`src/rtl/oam_dma_pkg.sv`:
```
`default_nettype none
//------------------------------------------------------------------------------
// Module  : oam_dma_pkg
// Brief   : Console CPU-bus register addresses and sprite DMA state encoding.
// Rev     : 1.0
//------------------------------------------------------------------------------
package oam_dma_pkg;

   localparam logic [15:0] c_TRIG_ADDR     = 16'h4014;
   localparam logic [15:0] c_OAM_DATA_ADDR = 16'h2004;

   typedef enum logic [2:0] {
      ST_IDLE  = 3'd0,
      ST_HALT  = 3'd1,
      ST_ALIGN = 3'd2,
      ST_READ  = 3'd3,
      ST_WRITE = 3'd4
   } dma_state_t;

endpackage
`default_nettype wire

```
`src/rtl/oam_dma.sv`:
```
`default_nettype none
//------------------------------------------------------------------------------
// Module  : oam_dma
// Brief   : Sprite DMA; snoops $4014 writes, pauses the CPU, copies one page
//           to the OAM data port as 256 read/write pairs.
// Rev     : 1.0
//------------------------------------------------------------------------------
module oam_dma
   import oam_dma_pkg::*;
#(
   parameter logic [15:0] TRIG_ADDR     = c_TRIG_ADDR,
   parameter logic [15:0] OAM_DATA_ADDR = c_OAM_DATA_ADDR
) (
   input  logic        i_CLK,
   input  logic        i_RST_N,
   input  logic [15:0] i_CPU_ADDR,
   input  logic [7:0]  i_CPU_DATA,
   input  logic        i_CPU_R_WN,
   input  logic [7:0]  i_BUS_DATA,
   output logic        o_PAUSE,
   output logic        o_DMA_ACTIVE,
   output logic [15:0] o_DMA_ADDR,
   output logic [7:0]  o_DMA_DATA,
   output logic        o_DMA_R_WN
);

   dma_state_t  r_state;
   logic [7:0]  r_page;
   logic [7:0]  r_idx;
   logic [7:0]  r_data;
   logic        r_par;
   logic        w_trigger;

   assign w_trigger  = (r_state == ST_IDLE) && !i_CPU_R_WN && (i_CPU_ADDR == TRIG_ADDR);

   // r_data is cleared whenever the engine leaves WRITE, so it doubles as the
   // write-data output register (zero outside WRITE).
   assign o_DMA_DATA = r_data;

   // Outputs are loaded together with the state they belong to, so every
   // output is a flop and nothing from the inputs reaches a port combinationally.
   always_ff @(posedge i_CLK or negedge i_RST_N) begin
      if (!i_RST_N) begin
         r_state      <= ST_IDLE;
         r_page       <= 8'h00;
         r_idx        <= 8'h00;
         r_data       <= 8'h00;
         r_par        <= 1'b0;
         o_PAUSE      <= 1'b0;
         o_DMA_ACTIVE <= 1'b0;
         o_DMA_ADDR   <= 16'h0000;
         o_DMA_R_WN   <= 1'b1;
      end else begin
         r_par <= ~r_par;
         case (r_state)
            ST_IDLE: begin
               if (w_trigger) begin
                  r_state      <= ST_HALT;
                  r_page       <= i_CPU_DATA;
                  r_idx        <= 8'h00;
                  o_PAUSE      <= 1'b1;
                  o_DMA_ACTIVE <= 1'b1;
                  o_DMA_ADDR   <= {i_CPU_DATA, 8'h00};
                  o_DMA_R_WN   <= 1'b1;
               end
            end
            // Odd HALT goes straight to READ so every READ lands on an even cycle.
            ST_HALT:  r_state <= r_par ? ST_READ : ST_ALIGN;
            ST_ALIGN: r_state <= ST_READ;
            ST_READ: begin
               r_state    <= ST_WRITE;
               r_data     <= i_BUS_DATA;
               o_DMA_ADDR <= OAM_DATA_ADDR;
               o_DMA_R_WN <= 1'b0;
            end
            ST_WRITE: begin
               r_data     <= 8'h00;
               o_DMA_R_WN <= 1'b1;
               if (r_idx == 8'hFF) begin
                  r_state      <= ST_IDLE;
                  o_PAUSE      <= 1'b0;
                  o_DMA_ACTIVE <= 1'b0;
                  o_DMA_ADDR   <= 16'h0000;
               end else begin
                  r_state    <= ST_READ;
                  r_idx      <= r_idx + 8'd1;
                  o_DMA_ADDR <= {r_page, r_idx + 8'd1};
               end
            end
            default: begin
               r_state      <= ST_IDLE;
               r_data       <= 8'h00;
               o_PAUSE      <= 1'b0;
               o_DMA_ACTIVE <= 1'b0;
               o_DMA_ADDR   <= 16'h0000;
               o_DMA_R_WN   <= 1'b1;
            end
         endcase
      end
   end

endmodule
`default_nettype wire
```
`config.mk`:
```
export PLATFORM = sky130hd
export DESIGN_NAME = oam_dma
export DESIGN_NICKNAME = d
export VERILOG_FILES = /design/src/rtl/oam_dma_pkg.sv /design/src/rtl/oam_dma.sv
export SDC_FILE = /design/constraint.sdc
export NUM_CORES = 1
export LEC_CHECK = 0
export ABC_CLOCK_PERIOD_IN_PS = 3900
export CORE_UTILIZATION = 51
export DETAILED_ROUTE_END_ITERATION = 7
export HOLD_SLACK_MARGIN = 0.08
export PLACE_DENSITY = 0.84
export SLEW_MARGIN = 20
export SYNTH_ARGS = -nofsm -noshare
export SYNTH_HDL_FRONTEND = slang
export SYNTH_SLANG_ARGS = --single-unit
export TNS_END_PERCENT = 5
```
`constraint.sdc`:
```
create_clock -name i_CLK -period 3.9 [get_ports i_CLK]
set_input_delay 1.17 -clock i_CLK [delete_from_list [all_inputs] [get_ports i_CLK]]
set_output_delay 1.17 -clock i_CLK [all_outputs]
set_load 0.1 [all_outputs]
```
==> results.json <==
{
  "worst_pin_slew_ns": 0.9873,
  "reg2reg_to": "o_DMA_ADDR[8]$_DFFE_PN0P_",
  "hp-start": "r_par$_DFF_PN0_",
  "antenna_found_initial": 0,
  "outcome": "complete, no violations",
  "critical_path_class": "reg2out",
  "grt_max_degree": 47,
  "power_uw": 922.9,
  "setup_viol": 0,
  "grt_pass1_wl_um": 7438,
  "crit_path_end_kind": "output port",
  "ys_types": 48,
  "synth_area_um2": 2183,
  "finalCritPeriodShare_pct": 76.80,
  "synth-xor-area-share_pct": 2.407,
  "tns_ns": 0,
  "antenna_cells": 0,
  "drv_cap": 0,
  "final_util_pct": 70.86,
  "synth-edff-count": 0,
  "syn_inst": 198,
  "crit_family": "buffers and inverters",
  "drt_wl_total_um": 4583,
  "postCtsResizedCells": 0,
  "clockRootBuffer": "clkbuf_8",
  "dieWidth_um": 67.43,
  "rsz0062_at_grt": "false",
  "final_nets": 291,
  "synth_flop_cell": "dfrtp_1",
  "drcViolationCount": 0,
  "synth_compound_area_share_pct": 18.97,
  "yosysSeqAreaShare_pct": 52.78,
  "drive_gt1_share_pct": 14.45,
  "grt_pass1_vias": 1574,
  "clkLatencyLatePin_ns": 0.30,
  "core-area_um2": 4058,
  "place_congestion": 0.7631,
  "grt.overflow.total": 0,
  "slowest_stage": "clkdlybuf4s50_1",
  "skew_ns": 0.004780,
  "arrival_ns": 1.83,
  "critPathMaxFanout": 2,
  "ys_seq_elements": 46,
  "vdd_ir_drop_max_v": 0.0002555,
  "crit_required_ns": 2.73,
  "drtAntennaViolNets": 0,
  "cts_tree": "done",
  "crit_chain": "clkdlybuf4s50_1",
  "slew-limit-headroom_pct": 33.97,
  "die_h_um": 67.43,
  "cellPowerDensity_nw_per_um2": 321.0,
  "wire_per_inst_um": 14.98,
  "area_delta_synth_final_pct": 31.69,
  "syn_area_per_cell_um2": 11.03,
  "regToRegStartpoint": "r_state[2]$_DFFE_PN0P_",
  "ios": 62,
  "final_common_cell": "clkdlybuf4s50_1",
  "drt_pass1_iterations": 4,
  "start_util_pct": 53.81,
  "io_buffers": 61,
  "reg2reg_depth": 4,
  "hold_buffers": 0,
  "async_flop_share_pct": 100.0,
  "final_cell_mix": "clkdlybuf4s50_1, dfrtp_1, nand2_1, a21oi_1, a22o_1",
  "synth_top_family_by_area": "compound AO/OA/AOI/OAI gates",
  "cts_buffers": 5,
  "drv_slew": 0,
  "dp_hpwl_um": 3189,
  "yosys.area_share.adder_pct": 0.5731,
  "worstHoldEndpoint": "r_par$_DFF_PN0_",
  "htreeDepth": 2,
  "track_usage_pct": 22.35,
  "hold_class": "reg2reg",
  "critical_path.max_stage_delay_ns": 1.14,
  "start_kind": "flip-flop",
  "fin_crit_ns": 2.995,
  "cts_sinks": 46,
  "postCtsSetupBuffers": 0,
  "path_buf_inv": 1,
  "ys_warn_count": 0,
  "clock_tree.buffer_depth": 2,
  "clk_pin_slew_ns": 0.09,
  "die_area_um2": 4547,
  "vias": 1694,
  "drtIter0Drc": 90,
  "vias_per_cell": 5.536,
  "synth.area.mux_share_pct": 6.934,
  "rrSetupSlack_ns": 1.62,
  "rows": 23,
  "hold_violations": 0,
  "synth_nets": 234,
  "hold_depth": 1,
  "clock.fmax_mhz": 333.9,
  "p_leak_uw": 0.001310,
  "synth-simple-area-share_pct": 14.15
}
## where the power goes
group	total (uW)	switching (uW)	internal, uW
Sequential	482	2.11	480
Clock	352	160	191
Combinational	88.9	50.7	38.3
## how the worst max path moves through the flow
| stage | from | endpoint | slack [ns] | cells past startpoint |
|---|---|---|---|---|
| 2_1_floorplan | i_CPU_R_WN | r_page[0]$_DFFE_PN0P_ | 1.19 | 5 |
| 3_3_place_gp | i_CPU_ADDR[8] | r_page[7]$_DFFE_PN0P_ | 0.72 | 5 |
| 3_5_place_dp | i_CPU_ADDR[8] | r_page[1]$_DFFE_PN0P_ | 0.70 | 5 |
| 4_1_cts | o_DMA_ADDR[10]$_DFFE_PN0P_ | o_DMA_ADDR[10] | 0.90 | 1 |
| 5_1_grt | o_DMA_ADDR[10]$_DFFE_PN0P_ | o_DMA_ADDR[10] | 0.86 | 1 |
| 6_report | o_DMA_ADDR[10]$_DFFE_PN0P_ | o_DMA_ADDR[10] | 0.90 | 1 |
## area by class of cell
| class | instances | area [um2] |
|---|---|---|
| Clock inverter | 2 | 37.54 |
| Multi-Input combinational cell | 133 | 939.7 |
| Clock buffer | 6 | 72.57 |
| Sequential cell | 46 | 1152 |
| Timing Repair Buffer | 61 | 580.6 |
| Tap cell | 50 | 62.56 |
| Inverter | 8 | 30.03 |
| Fill cell | 290 | 1182 |
## cells by family after synthesis
group / Yosys count
simple gates: 56
fa+ha+maj: 1
mux: 11
compound gates: 59
xor+xnor: 6
buf+inv: 19
flops: 46
## stage by stage
step | worst slack [ns] | std cells | area (um2) | hold slack (ns)
after floorplan | 1.193 | 198 | 2183 | 0.3946
after global placement | 0.7200 | 298 | 2763 | 0.4144
after detailed placement | 0.7019 | 298 | 2763 | 0.4232
after CTS | 0.9020 | 306 | 2873 | 0.4360
after global routing | 0.8602 | 306 | 2875 | 0.4492
final | 0.9049 | 306 | 2875 | 0.4280
## metal layers
layer  share of wire (%)  global-route usage [%]  vias to the layer above
met5                   0                       0                        -
met4                0.87                   5.585                        0
met3                 5.6                   6.419                        6
met2                  47                   36.50                       54
met1                  47                   29.12                      811
li1                    -                       -                      823
## flip-flops by register name, summed over array words and instances (netlist names)
signal and cells:
r_page 8, o_DMA_ACTIVE 1, o_DMA_ADDR 16, r_idx 8, r_par 1, o_DMA_DATA 8, r_state 3, o_DMA_R_WN 1
## synth_stat cells (2+ instances only)
| cell type | count | share of area, % |
|---|---|---|
| o2bb2ai_1 | 2 | 0.80 |
| mux2_4 | 8 | 5.5 |
| mux2i_1 | 2 | 0.92 |
| inv_1 | 8 | 1.4 |
| xnor2_1 | 5 | 2.0 |
| o21ai_0 | 5 | 1.1 |
| a21o_1 | 4 | 1.4 |
| o31ai_1 | 2 | 0.69 |
| a21oi_1 | 14 | 3.2 |
| nor2_1 | 9 | 1.5 |
| o21a_1 | 2 | 0.69 |
| a22o_1 | 14 | 5.6 |
| a31oi_1 | 4 | 1.1 |
| o21bai_1 | 2 | 0.69 |
| clkbuf_1 | 2 | 0.34 |
| a22oi_1 | 4 | 1.4 |
| dfrtp_1 | 45 | 52 |
| nand3_1 | 4 | 0.92 |
| buf_2 | 7 | 1.6 |
| nand2_1 | 27 | 4.6 |
Note: power is estimated with default switching activity, not from simulation.
